==> config.mk <==
export PLATFORM = sky130hd
export DESIGN_NAME = digit_serial_addsub
export DESIGN_NICKNAME = d
export VERILOG_FILES = /design/src/rtl/digit_serial_addsub_pkg.sv /design/src/rtl/digit_serial_addsub_digit.sv /design/src/rtl/digit_serial_addsub.sv
export SDC_FILE = /design/constraint.sdc
export NUM_CORES = 1
export LEC_CHECK = 0
export CORE_MARGIN = 3
export CORE_UTILIZATION = 30
export DETAILED_ROUTE_END_ITERATION = 12
export PLACE_DENSITY = 0.56
export RECOVER_POWER = 100
export SKIP_CTS_REPAIR_TIMING = 1
export SYNTH_ARGS = -nofsm -noshare
export SYNTH_HDL_FRONTEND = slang
export SYNTH_SLANG_ARGS = --single-unit
==> constraint.sdc <==
create_clock -name clk -period 4.8 [get_ports clk]
set_input_delay 0.72 -clock clk [delete_from_list [all_inputs] [get_ports clk]]
set_output_delay 0.72 -clock clk [all_outputs]
set_load 0.02 [all_outputs]
==> src/rtl/digit_serial_addsub_pkg.sv <==
// ---------------------------------------------------------------------------
// digit_serial_addsub_pkg
//   Shared definitions for the digit-serial adder/subtractor:
//     - state_t     : controller states (IDLE / RUN / DONE)
//     - calc_ndig   : number of K-bit digits in an N-bit operand
//     - calc_cnt_w  : width of the digit counter (at least one bit)
// ---------------------------------------------------------------------------
package digit_serial_addsub_pkg;

  typedef enum logic [1:0] {
    IDLE = 2'd0,
    RUN  = 2'd1,
    DONE = 2'd2
  } state_t;

  function automatic int calc_ndig(input int n, input int k);
    return n / k;
  endfunction

  // A single-digit configuration still needs a one-bit counter so the
  // counter declaration never collapses to zero width.
  function automatic int calc_cnt_w(input int n, input int k);
    int nd;
    nd = n / k;
    return (nd <= 1) ? 1 : $clog2(nd);
  endfunction

endpackage

==> src/rtl/digit_serial_addsub_digit.sv <==
// ---------------------------------------------------------------------------
// addsub_digit
//   K-bit combinational ripple adder built from per-bit full-adder equations.
//   Ports:
//     a, b   in  K  digit operands
//     cin    in  1  carry into bit 0
//     s      out K  digit sum
//     cout   out 1  carry out of bit K-1
//     c_msb  out 1  carry into bit K-1 (used for signed-overflow detection)
// ---------------------------------------------------------------------------
module addsub_digit #(
  parameter int K = 4
) (
  input  logic [K-1:0] a,
  input  logic [K-1:0] b,
  input  logic         cin,
  output logic [K-1:0] s,
  output logic         cout,
  output logic         c_msb
);

  logic [K:0] w_c;

  always_comb begin
    w_c    = '0;
    s      = '0;
    w_c[0] = cin;
    for (int i = 0; i < K; i++) begin
      s[i]     = a[i] ^ b[i] ^ w_c[i];
      w_c[i+1] = (a[i] & b[i]) | (w_c[i] & (a[i] ^ b[i]));
    end
  end

  assign cout  = w_c[K];
  assign c_msb = w_c[K-1];

endmodule

==> src/rtl/digit_serial_addsub.sv <==
// ---------------------------------------------------------------------------
// digit_serial_addsub
//   N-bit two's-complement adder/subtractor that processes K bits per clock,
//   least-significant digit first. One operation takes N/K RUN cycles; the
//   carry path is only K bits long.
//
//   Ports:
//     clk        in  1  rising-edge clock
//     rst        in  1  synchronous reset, active-high
//     in_valid   in  1  operand set valid
//     in_ready   out 1  high in IDLE only
//     A, B       in  N  operands
//     Op         in  1  0 = A+B, 1 = A-B
//     acc        in  1  (only with DIGIT_SERIAL_ADDSUB_ACC_EN) take A from
//                       the last completed result instead of port A
//     out_valid  out 1  result valid (DONE state)
//     out_ready  in  1  consumer accepts result
//     S          out N  sum/difference modulo 2^N
//     Cout       out 1  carry out of bit N-1 (subtract: 1 = no borrow)
//     Ovf        out 1  signed overflow
//
//   Optional feature macro: DIGIT_SERIAL_ADDSUB_ACC_EN (accumulator mode).
// ---------------------------------------------------------------------------
module digit_serial_addsub
  import digit_serial_addsub_pkg::*;
#(
  parameter int N = 16,
  parameter int K = 4
) (
  input  logic         clk,
  input  logic         rst,
  input  logic         in_valid,
  output logic         in_ready,
  input  logic [N-1:0] A,
  input  logic [N-1:0] B,
  input  logic         Op,
`ifdef DIGIT_SERIAL_ADDSUB_ACC_EN
  input  logic         acc,
`endif
  output logic         out_valid,
  input  logic         out_ready,
  output logic [N-1:0] S,
  output logic         Cout,
  output logic         Ovf
);

  localparam int             NDIG = calc_ndig(N, K);
  localparam int             CW   = calc_cnt_w(N, K);
  localparam logic [CW-1:0]  LAST = CW'(NDIG - 1);

  state_t          r_state;
  state_t          w_next;
  logic [N-1:0]    r_a;
  logic [N-1:0]    r_b;
  logic [N-1:0]    r_s;
  logic            r_carry;
  logic            r_cout;
  logic            r_ovf;
  logic [CW-1:0]   r_cnt;

  logic            w_start;
  logic            w_run;
  logic            w_last;
  logic [N-1:0]    w_a_src;
  int              w_base;
  logic [K-1:0]    w_da;
  logic [K-1:0]    w_db;
  logic [K-1:0]    w_ds;
  logic            w_dcout;
  logic            w_dcmsb;

  assign w_start = (r_state == IDLE) && in_valid;
  assign w_run   = (r_state == RUN);
  assign w_last  = w_run && (r_cnt == LAST);

  // In accumulator mode the previous result lives in r_s: it is held from
  // DONE through IDLE and is cleared by reset, so it starts from zero.
`ifdef DIGIT_SERIAL_ADDSUB_ACC_EN
  assign w_a_src = acc ? r_s : A;
`else
  assign w_a_src = A;
`endif

  // Digit selection for the current counter position.
  assign w_base = int'(r_cnt) * K;
  assign w_da   = r_a[w_base +: K];
  assign w_db   = r_b[w_base +: K];

  addsub_digit #(
    .K (K)
  ) u_digit (
    .a     (w_da),
    .b     (w_db),
    .cin   (r_carry),
    .s     (w_ds),
    .cout  (w_dcout),
    .c_msb (w_dcmsb)
  );

  // Stage: operand capture. Subtraction is folded in as A + ~B + 1, with the
  // +1 supplied through the initial carry.
  always_ff @(posedge clk) begin
    if (w_start) begin
      r_a <= w_a_src;
      r_b <= B ^ {N{Op}};
    end
  end

  // Stage: control state, carry, counter and result registers.
  always_ff @(posedge clk) begin
    if (rst) begin
      r_state <= IDLE;
      r_cnt   <= '0;
      r_carry <= 1'b0;
      r_s     <= '0;
      r_cout  <= 1'b0;
      r_ovf   <= 1'b0;
    end else begin
      r_state <= w_next;
      if (w_start) begin
        r_carry <= Op;
        r_cnt   <= '0;
      end else if (w_run) begin
        r_s[w_base +: K] <= w_ds;
        r_carry          <= w_dcout;
        r_cnt            <= r_cnt + 1'b1;
        if (w_last) begin
          r_cout <= w_dcout;
          r_ovf  <= w_dcmsb ^ w_dcout;
        end
      end
    end
  end

  // Next-state and handshake outputs.
  always_comb begin
    w_next    = r_state;
    in_ready  = 1'b0;
    out_valid = 1'b0;
    case (r_state)
      IDLE: begin
        in_ready = 1'b1;
        if (in_valid) w_next = RUN;
      end
      RUN: begin
        if (r_cnt == LAST) w_next = DONE;
      end
      DONE: begin
        out_valid = 1'b1;
        if (out_ready) w_next = IDLE;
      end
      default: w_next = IDLE;
    endcase
  end

  assign S    = r_s;
  assign Cout = r_cout;
  assign Ovf  = r_ovf;

endmodule

### After elaboration in Yosys (flattened, before gate mapping)

Cells that the tools add are included.
Widths: inputs -> output; s select.

| word-level totals | value |
|---|---|
| output and inout port bits | 20 |
| register bits after elaboration | 55 |
| logic and storage cells | 60 |
| input bits | 37 |

| operators by class | value |
|---|---|
| reduce and logical (&&, ||, !) cells | 8 |
| equality and inequality tests | 6 |
| multiplexer cells | 9 |
| $add $sub $neg | 2 |
| shifts and indexed selects | 4 |
| bitwise gates (word level) | 23 |

Operators with widths:

| cell | number |
|---|---|
| $neg 4->33 | 1 |
| $shift 4x33->16 const A | 1 |
| $shiftx 4x33->16 | 1 |
| $shiftx 16x5->4 | 2 |
| $bwmux 16 | 1 |
| $xor 16x16->16 | 1 |
| $xor 1x1->1 | 9 |
| $and 1x1->1 | 8 |
| $mux 2 | 3 |
| $pmux 2 s3 | 1 |
| $reduce_and 3->1 | 2 |
| $eq 2x2->1 const B | 2 |
| $mux 1 | 4 |
| $ne 2x2->1 const B | 2 |
| $or 1x1->1 | 4 |
| $add 2x1->2 const B | 1 |
| $eq 2x1->1 const B | 1 |
| $logic_and 1x1->1 | 2 |
| $logic_not 2->1 | 1 |
| $ne 2x1->1 const B | 1 |
| $reduce_and 2->1 | 1 |
| $reduce_bool 2->1 | 1 |
| $reduce_or 2->1 | 1 |
| $not 1->1 | 1 |

### Logic depth before layout (Yosys ltp)

Gate-level depths: netlist (run 1).

| logic depth | value |
|---|---|
| depth after elaboration | 12 |
| gate-level depth with buffers | 11 |
| mapped depth without buffers | 10 |

### By module

A second synthesis (run 1) with hierarchy kept.

| second synthesis, totals | value |
|---|---|
| cell total of the unflattened synthesis | 192 |
| area total of the unflattened synthesis | 2533.7 µm² |

Modules (own cells, without submodules):

| module | times used | cells each | sequential area each (µm²) | area an instance (µm²) |
|---|---|---|---|---|
| digit_serial_addsub | 1 | 180 | 1421.4 | 2423.6 |
| addsub_digit | 1 | 12 | 0.0 | 110.1 |

### Worst setup path before layout (run 1)

No wires, ideal clock.

| path | value |
|---|---|
| path kind | flip-flop to flip-flop |
| start point | reg r_cnt[0] |
| end point | reg r_s[15] (netlist: S[15]) |
| path slack | 1.959 ns |
| required time | 4.672 ns |
| library setup time | 0.128 ns |
| stages on the path, launching flop included | 11 |
| path buffers | 1 |
| arrival time | 2.713 ns |
| period minus slack after synthesis | 2.841 ns |
| cell sequence | dfxtp_1 > buf_4 > mux4_2 > inv_1 > fa_1 > fa_1 > inv_1 > fa_1 > fa_1 > a32oi_1 > nor2_1 |

| on the way | value |
|---|---|
| word-level cells in the longest chain between the ends | 11 |
| elaborated cells between the ends (all ways) | 23 |
| classes of those cells | add/sub: 1; shift: 4; mux: 1; bitwise: 17 |

Ends and longest elaborated chain:

| what | line | source |
|---|---|---|
| from (decl) | digit_serial_addsub.sv:59 | `logic [CW-1:0] r_cnt;` |
| from (signal assigned) | digit_serial_addsub.sv:126 | `r_cnt <= r_cnt + 1'b1;` |
| $shiftx 16x5->4 (on tied branches) | digit_serial_addsub.sv:86, digit_serial_addsub.sv:87 |  |
| $xor 1x1->1 | digit_serial_addsub_digit.sv:29, digit_serial_addsub_digit.sv:30 |  |
| $and 1x1->1 | digit_serial_addsub_digit.sv:30 | `w_c[i+1] = (a[i] & b[i]) \| (w_c[i] & (a[i] ^ b[i]));` |
| $or 1x1->1 | digit_serial_addsub_digit.sv:30 |  |
| $and 1x1->1 | digit_serial_addsub_digit.sv:30 |  |
| $or 1x1->1 | digit_serial_addsub_digit.sv:30 |  |
| $and 1x1->1 | digit_serial_addsub_digit.sv:30 |  |
| $or 1x1->1 | digit_serial_addsub_digit.sv:30 |  |
| $xor 1x1->1 | digit_serial_addsub_digit.sv:29 | `s[i] = a[i] ^ b[i] ^ w_c[i];` |
| $shiftx 4x33->16 | digit_serial_addsub.sv:124 | `r_s[w_base +: K] <= w_ds;` |
| $bwmux 16 (*) | digit_serial_addsub.sv:124 |  |
| to (signal, indexed assignment) | digit_serial_addsub.sv:124 |  |
| to (decl) | digit_serial_addsub.sv:55 | `logic [N-1:0] r_s;` |

Mark *: on every way between the ends. The rest lies on a longest branch, timed or not.
A chain may end at the register's enable or synchronous reset.

### Worst setup path after layout (run 1)

Ends and elaborated chain as after synthesis.

==> flow_metrics.env, run 1 <==
export IMPL_timing_fmax_ghz=0.299
export IMPL_cts_num_sinks=55
export IMPL_yosys_most_used_dff="edfxtp_1"
export IMPL_internal_power_uw=722
export IMPL_synth_top_area_share_pct=39.1
export IMPL_synthToLayoutAreaGrowth_pct=30.2
export IMPL_violations="capacitance limit, slew limit"
export IMPL_crit_type="reg2reg"
export IMPL_synth_edf_count=32
export IMPL_cp_start_kind="flop"
export IMPL_outcome="finished, violations left"
export IMPL_setup_ws_ns=1.45
export IMPL_relSlewSlack_pct=-8.83
export IMPL_clockBufferDepth=2
export IMPL_seqPwrFrac_pct=56.5
export IMPL_drv_slew=33
export IMPL_hp_class="reg2reg"
export IMPL_tritoncts="yes"
export IMPL_yosysSeqAreaShare_pct=57.9
export IMPL_core_area_um2=7850
export IMPL_rr_worst_depth=9
export IMPL_clkTransAtPathRegs_ns=0.09
export IMPL_min_path_cells=2
export IMPL_pre_cts_ws_ns=1.39
export IMPL_cp_common_cell="fa_1"
export IMPL_max_vdd_ir_drop_uv=126
export IMPL_synthTopCellsByArea="edfxtp_1 39%, dfxtp_1 19%, xor2_1 6.1%"
export IMPL_end_kind="flop"
export IMPL_cap_violations=1
export IMPL_hold_viol_final=0
export IMPL_combPwrFrac_pct=16.9
export IMPL_drc=0
export IMPL_setup_viol=0
export IMPL_reg2reg_from="r_cnt[0]"
export IMPL_period_share_pct=69.8
export IMPL_die_w_um=96.5
export IMPL_wire_per_inst_um=13.4
export IMPL_grt_usage_pct=10.7
export IMPL_crit_path_max_incr_delay_ns=0.83
export IMPL_grt_setup_unrepaired="false"
export IMPL_ant_nets=0
export IMPL_h_tree_depth=2
export IMPL_avgSynthCellArea_um2=12.9
export IMPL_yosysTopAreaCell="edfxtp_1"
export IMPL_power_density_nw_per_um2=300
export IMPL_drt_pass1_iterations=4
export IMPL_gp_congestion=0.724
export IMPL_finalCriticalPeriod_ns=3.35
export IMPL_p_switching_uw=238
export IMPL_ys_warn_count=0
export IMPL_viasPerCell=4.49
export IMPL_pwr_share_clk_pct=26.7
export IMPL_fin_worst_skew_ns=0.00873
export IMPL_worstHoldEndpoint="S[5]"
export IMPL_rows=32
export IMPL_ff2ff_setup_slack_ns=1.45
export IMPL_tightestPinTransition_ns=1.63
export IMPL_synth_nets=237
export IMPL_die_h_um=96.5
export IMPL_hold_ws_ns=0.454
export IMPL_final_area_um2=3200
export IMPL_grt_antenna_before_repair=0
export IMPL_nNetsFinal=292
export IMPL_p_sw_share_pct=24.8
export IMPL_start_util_pct=31.3
export IMPL_synth_area_um2=2450
export IMPL_diodes=0
export IMPL_crit_start="r_cnt[0]"
export IMPL_timing_rr_end="S[15]"
export IMPL_dpl_cell_area_um2=3110
export IMPL_grt_pass1_wl_mm=7.69
export IMPL_p_leak_nw=1.18
export IMPL_fin_tns_setup_ns=0
export IMPL_hpwl_mm=3.48
export IMPL_cts_buffers=5
export IMPL_post_route_cells_drive_above_1_share_pct=5.69
export IMPL_drtIter0Drc=73
export IMPL_wl_mm=4.65
export IMPL_num_vias=1562
export IMPL_p_total_uw=961
export IMPL_dieArea_um2=9300
export IMPL_cts_root_buf="clkbuf_8"
export IMPL_crit_fanout=17
export IMPL_crit_chain="mux4_1 > inv_1 > fa_1 > fa_1 > inv_1 > fa_1 > fa_1 > a32oi_1 > nor2_1"
export IMPL_clk_latency_ns=0.30
export IMPL_synthCells=190
export IMPL_grt_overflow_total=0
export IMPL_grt_max_degree=33
export IMPL_port_buffers=56
export IMPL_io_pins=57
export IMPL_min_from="S[5]"
export IMPL_required_ns=4.97
export IMPL_first_global_vias=1596
export IMPL_cp_arrival_ns=3.51
export IMPL_ys_types=31
export IMPL_ys_seq_elements=55
export IMPL_cp_slowest_cell="dfxtp_1"
export IMPL_ys_async_sr_fraction_pct=0
==> synthesized netlist by cell type (all sizes together) (4+ instances only) <==
library cell,count
inv,11
xor2,17
nor2,12
a21oi,18
a32oi,4
buf,4
nand4,9
fa,4
nand2,13
ha,6
edfxtp,32
mux4,8
dfxtp,23
nand3b,5
clkbuf,5
==> final cells by class <==
| type | instances | area, um2 |
|---|---|---|
| timing repair buffer | 57 | 564 |
| multi-input combinational | 115 | 951 |
| clock buffer | 7 | 86.3 |
| inverter | 11 | 41.3 |
| fill | 779 | 4650 |
| tap | 102 | 128 |
| clock inverter | 1 | 5.00 |
| sequential | 55 | 1420 |
==> power by group through the flow <==
stage	Combinational [mW]	Sequential, mW	Clock, mW
after floorplan	0.101	0.548	0
after global placement	0.168	0.553	0
after detailed placement	0.170	0.554	0
after CTS	0.170	0.543	0.269
after global routing	0.181	0.546	0.291
final	0.162	0.542	0.256
==> metrics by stage <==
step	cells	util, %
final	348	40.7
after global routing	348	40.7
after CTS	348	40.8
after detailed placement	340	39.6
after global placement	340	39.6
after floorplan	190	-
==> registers in the layout (all words and copies together), names as in the netlist <==
| signal | count |
|---|---|
| r_carry | 1 |
| Cout | 1 |
| Ovf | 1 |
| r_b | 16 |
| S | 16 |
| r_a | 16 |
| r_cnt | 2 |
| r_state | 2 |
==> how the worst max path moves through the flow <==
| stage | end |
|---|---|
| after floorplan | S[15] |
| after global routing | S[7] |
| final | S[15] |
| after CTS | S[7] |
| after global placement | S[15] |
| after detailed placement | S[7] |
==> routing by layer <==
layer | track usage (%) | part of all wire, % | vias up
li1 | - | - | 798
met4 | 2.92 | 1.4 | 0
met3 | 3.10 | 5.6 | 7
met5 | 0 | 0 | -
met2 | 17.8 | 49 | 44
met1 | 13.6 | 44 | 713
==> cell families (layout without fill, tap and decap cells) <==
| kind of cell | after synthesis | count (layout) | share of synthesized area, % |
|---|---|---|---|
| fa+ha+maj | 10 | 10 | 6.32 |
| buf+inv | 20 | 76 | 3.36 |
| xor+xnor | 17 | 17 | 6.07 |
| compound gates | 26 | 26 | 6.47 |
| mux | 8 | 8 | 7.80 |
| simple gates | 54 | 54 | 12.1 |
| flops | 55 | 55 | 57.9 |
==> critical path, delay by kind of cell (launching register included) <==
family                     cells  cell delay (ns)
buffers and inverters          2             0.13
AOI/OAI and AO/OA              1             0.24
and+or+nand+nor                1             0.05
muxes                          1             0.64
DFF                            1             0.83
adders and majority gates      4             1.31
==> cell usage in the layout, fill, tap and decap left out, types with 6 or more instances in the layout <==
master,n
a21oi_1,18
nand4_1,9
ha_1,6
dlygate4sd3_1,39
inv_1,11
nand2_1,13
nor2_1,12
clkbuf_8,6
clkdlybuf4s50_1,17
dfxtp_1,23
xor2_1,17
edfxtp_1,32
Note: power is estimated with default switching activity, not from simulation.
==> run 2: changes to the inputs <==
--- a/config.mk
+++ b/config.mk
@@ -8,7 +8,7 @@
 export CORE_MARGIN = 3
 export CORE_UTILIZATION = 30
 export DETAILED_ROUTE_END_ITERATION = 12
-export PLACE_DENSITY = 0.56
+export PLACE_DENSITY = 0.57
 export RECOVER_POWER = 100
 export SKIP_CTS_REPAIR_TIMING = 1
 export SYNTH_ARGS = -nofsm -noshare
==> constraint.sdc (replaced) <==
create_clock -name clk -period 3.05 [get_ports clk]
set_input_delay 0.4575 -clock clk [delete_from_list [all_inputs] [get_ports clk]]
set_output_delay 0.4575 -clock clk [all_outputs]
set_load 0.02 [all_outputs]
==> flow_metrics.env, run 2 (same netlist as run 1, synthesis figures left out) <==
export IMPL_grt_antenna_before_repair=0
export IMPL_hp_class="reg2reg"
export IMPL_period_share_pct=92.6
export IMPL_cts_num_sinks=55
export IMPL_core_area_um2=7850
export IMPL_port_buffers=56
export IMPL_fin_worst_skew_ns=0.00748
export IMPL_clk_latency_ns=0.31
export IMPL_post_route_cells_drive_above_1_share_pct=6.05
export IMPL_setup_viol=0
export IMPL_drtIter0Drc=56
export IMPL_timing_fmax_ghz=0.354
export IMPL_diodes=0
export IMPL_drt_pass1_iterations=4
export IMPL_relSlewSlack_pct=-9.98
export IMPL_tritoncts="yes"
export IMPL_clkTransAtPathRegs_ns=0.09
export IMPL_end_kind="flop"
export IMPL_crit_type="reg2reg"
export IMPL_outcome="finished, violations left"
export IMPL_grt_usage_pct=11.3
export IMPL_fin_tns_setup_ns=0
export IMPL_grt_setup_unrepaired="false"
export IMPL_num_vias=1611
export IMPL_hold_viol_final=0
export IMPL_gp_congestion=0.722
export IMPL_finalCriticalPeriod_ns=2.82
export IMPL_dieArea_um2=9300
export IMPL_power_density_nw_per_um2=492
export IMPL_rows=32
export IMPL_clockBufferDepth=2
export IMPL_io_pins=57
export IMPL_final_common_cell="dlygate4sd3_1"
export IMPL_cp_start_kind="flop"
export IMPL_cp_arrival_ns=2.99
export IMPL_p_leak_nw=1.19
export IMPL_max_vdd_ir_drop_uv=195
export IMPL_p_total_mw=1.59
export IMPL_synthToLayoutAreaGrowth_pct=31.5
export IMPL_wire_per_inst_um=13.6
export IMPL_die_h_um=96.5
export IMPL_hpwl_mm=3.53
export IMPL_mostFrequentLayoutCells="38 x dlygate4sd3_1, 32 x edfxtp_1, 22 x dfxtp_1"
export IMPL_drc=0
export IMPL_viasPerCell=4.60
export IMPL_grt_overflow_total=0
export IMPL_required_ns=3.22
export IMPL_crit_fanout=5
export IMPL_h_tree_depth=2
export IMPL_wl_mm=4.78
export IMPL_tightestPinTransition_ns=1.65
export IMPL_drv_slew=33
export IMPL_cts_buffers=5
export IMPL_nNetsFinal=294
export IMPL_grt_pass1_wl_mm=7.95
export IMPL_die_w_um=96.5
export IMPL_start_util_pct=31.3
export IMPL_cts_root_buf="clkbuf_8"
export IMPL_ant_nets=0
export IMPL_first_global_vias=1639
export IMPL_cap_violations=1
export IMPL_violations="capacitance limit, slew limit"
export IMPL_grt_max_degree=33
run 2: cell type report:
type                    instances  area, um2
well taps                     102        128
repair buffers                 59        576
flip-flops and latches         55       1420
inverters                      11       41.3
clock inverters                 2       37.5
clock buffers                   6       72.6
multi-input cells             115        951
fillers                       776       4620
run 2: power by group:
| part | leakage [nW] | switching (mW) | internal (mW) | total (mW) |
|---|---|---|---|---|
| combinational | 0.652 | 0.139 | 0.124 | 0.262 |
| sequential | 0.491 | 0.0159 | 0.831 | 0.847 |
| clock | 0.0514 | 0.235 | 0.245 | 0.480 |
| total | 1.19 | 0.390 | 1.20 | 1.59 |
run 2: routing by layer:
metal / vias up / track usage, % / part of all wire, %
met5: - / 0 / 0
li1: 803 / - / -
met4: 0 / 3.39 / 1.0
met3: 4 / 3.64 / 6.7
met2: 51 / 17.8 / 48
met1: 753 / 14.8 / 44
run 2: final timing paths:
check,cells after the start,end,slack (ns),start
setup / recovery,9,S[15],0.23,r_cnt[0]
hold / removal,2,S[0],0.45,S[0]
hold reg to reg,2,S[0],0.45,S[0]
setup reg to reg,9,S[15],0.23,r_cnt[0]
run 2: per-stage QoR:
| step | instances | hold WS, ns | setup WS (ns) | utilization (%) | instance area [um2] |
|---|---|---|---|---|---|
| 2_1_floorplan | 190 | 0.530 | 0.209 | - | 2450 |
| 3_3_place_gp | 342 | 0.443 | 0.199 | 39.8 | 3120 |
| 3_5_place_dp | 342 | 0.445 | 0.132 | 39.8 | 3120 |
| 4_1_cts | 350 | 0.458 | 0.0938 | 41.2 | 3230 |
| 5_1_grt | 350 | 0.481 | 0.0699 | 41.1 | 3230 |
| 6_report | 350 | 0.454 | 0.227 | 41.1 | 3230 |
run 2: worst max-delay path: stages, from the launching register on:
cell and delay, ns:
dfxtp_2 0.41, mux4_1 0.56, inv_1 0.09, fa_1 0.19, fa_1 0.18, inv_1 0.05, fa_1 0.42, fa_1 0.53
a32oi_1 0.21, nor2_1 0.05
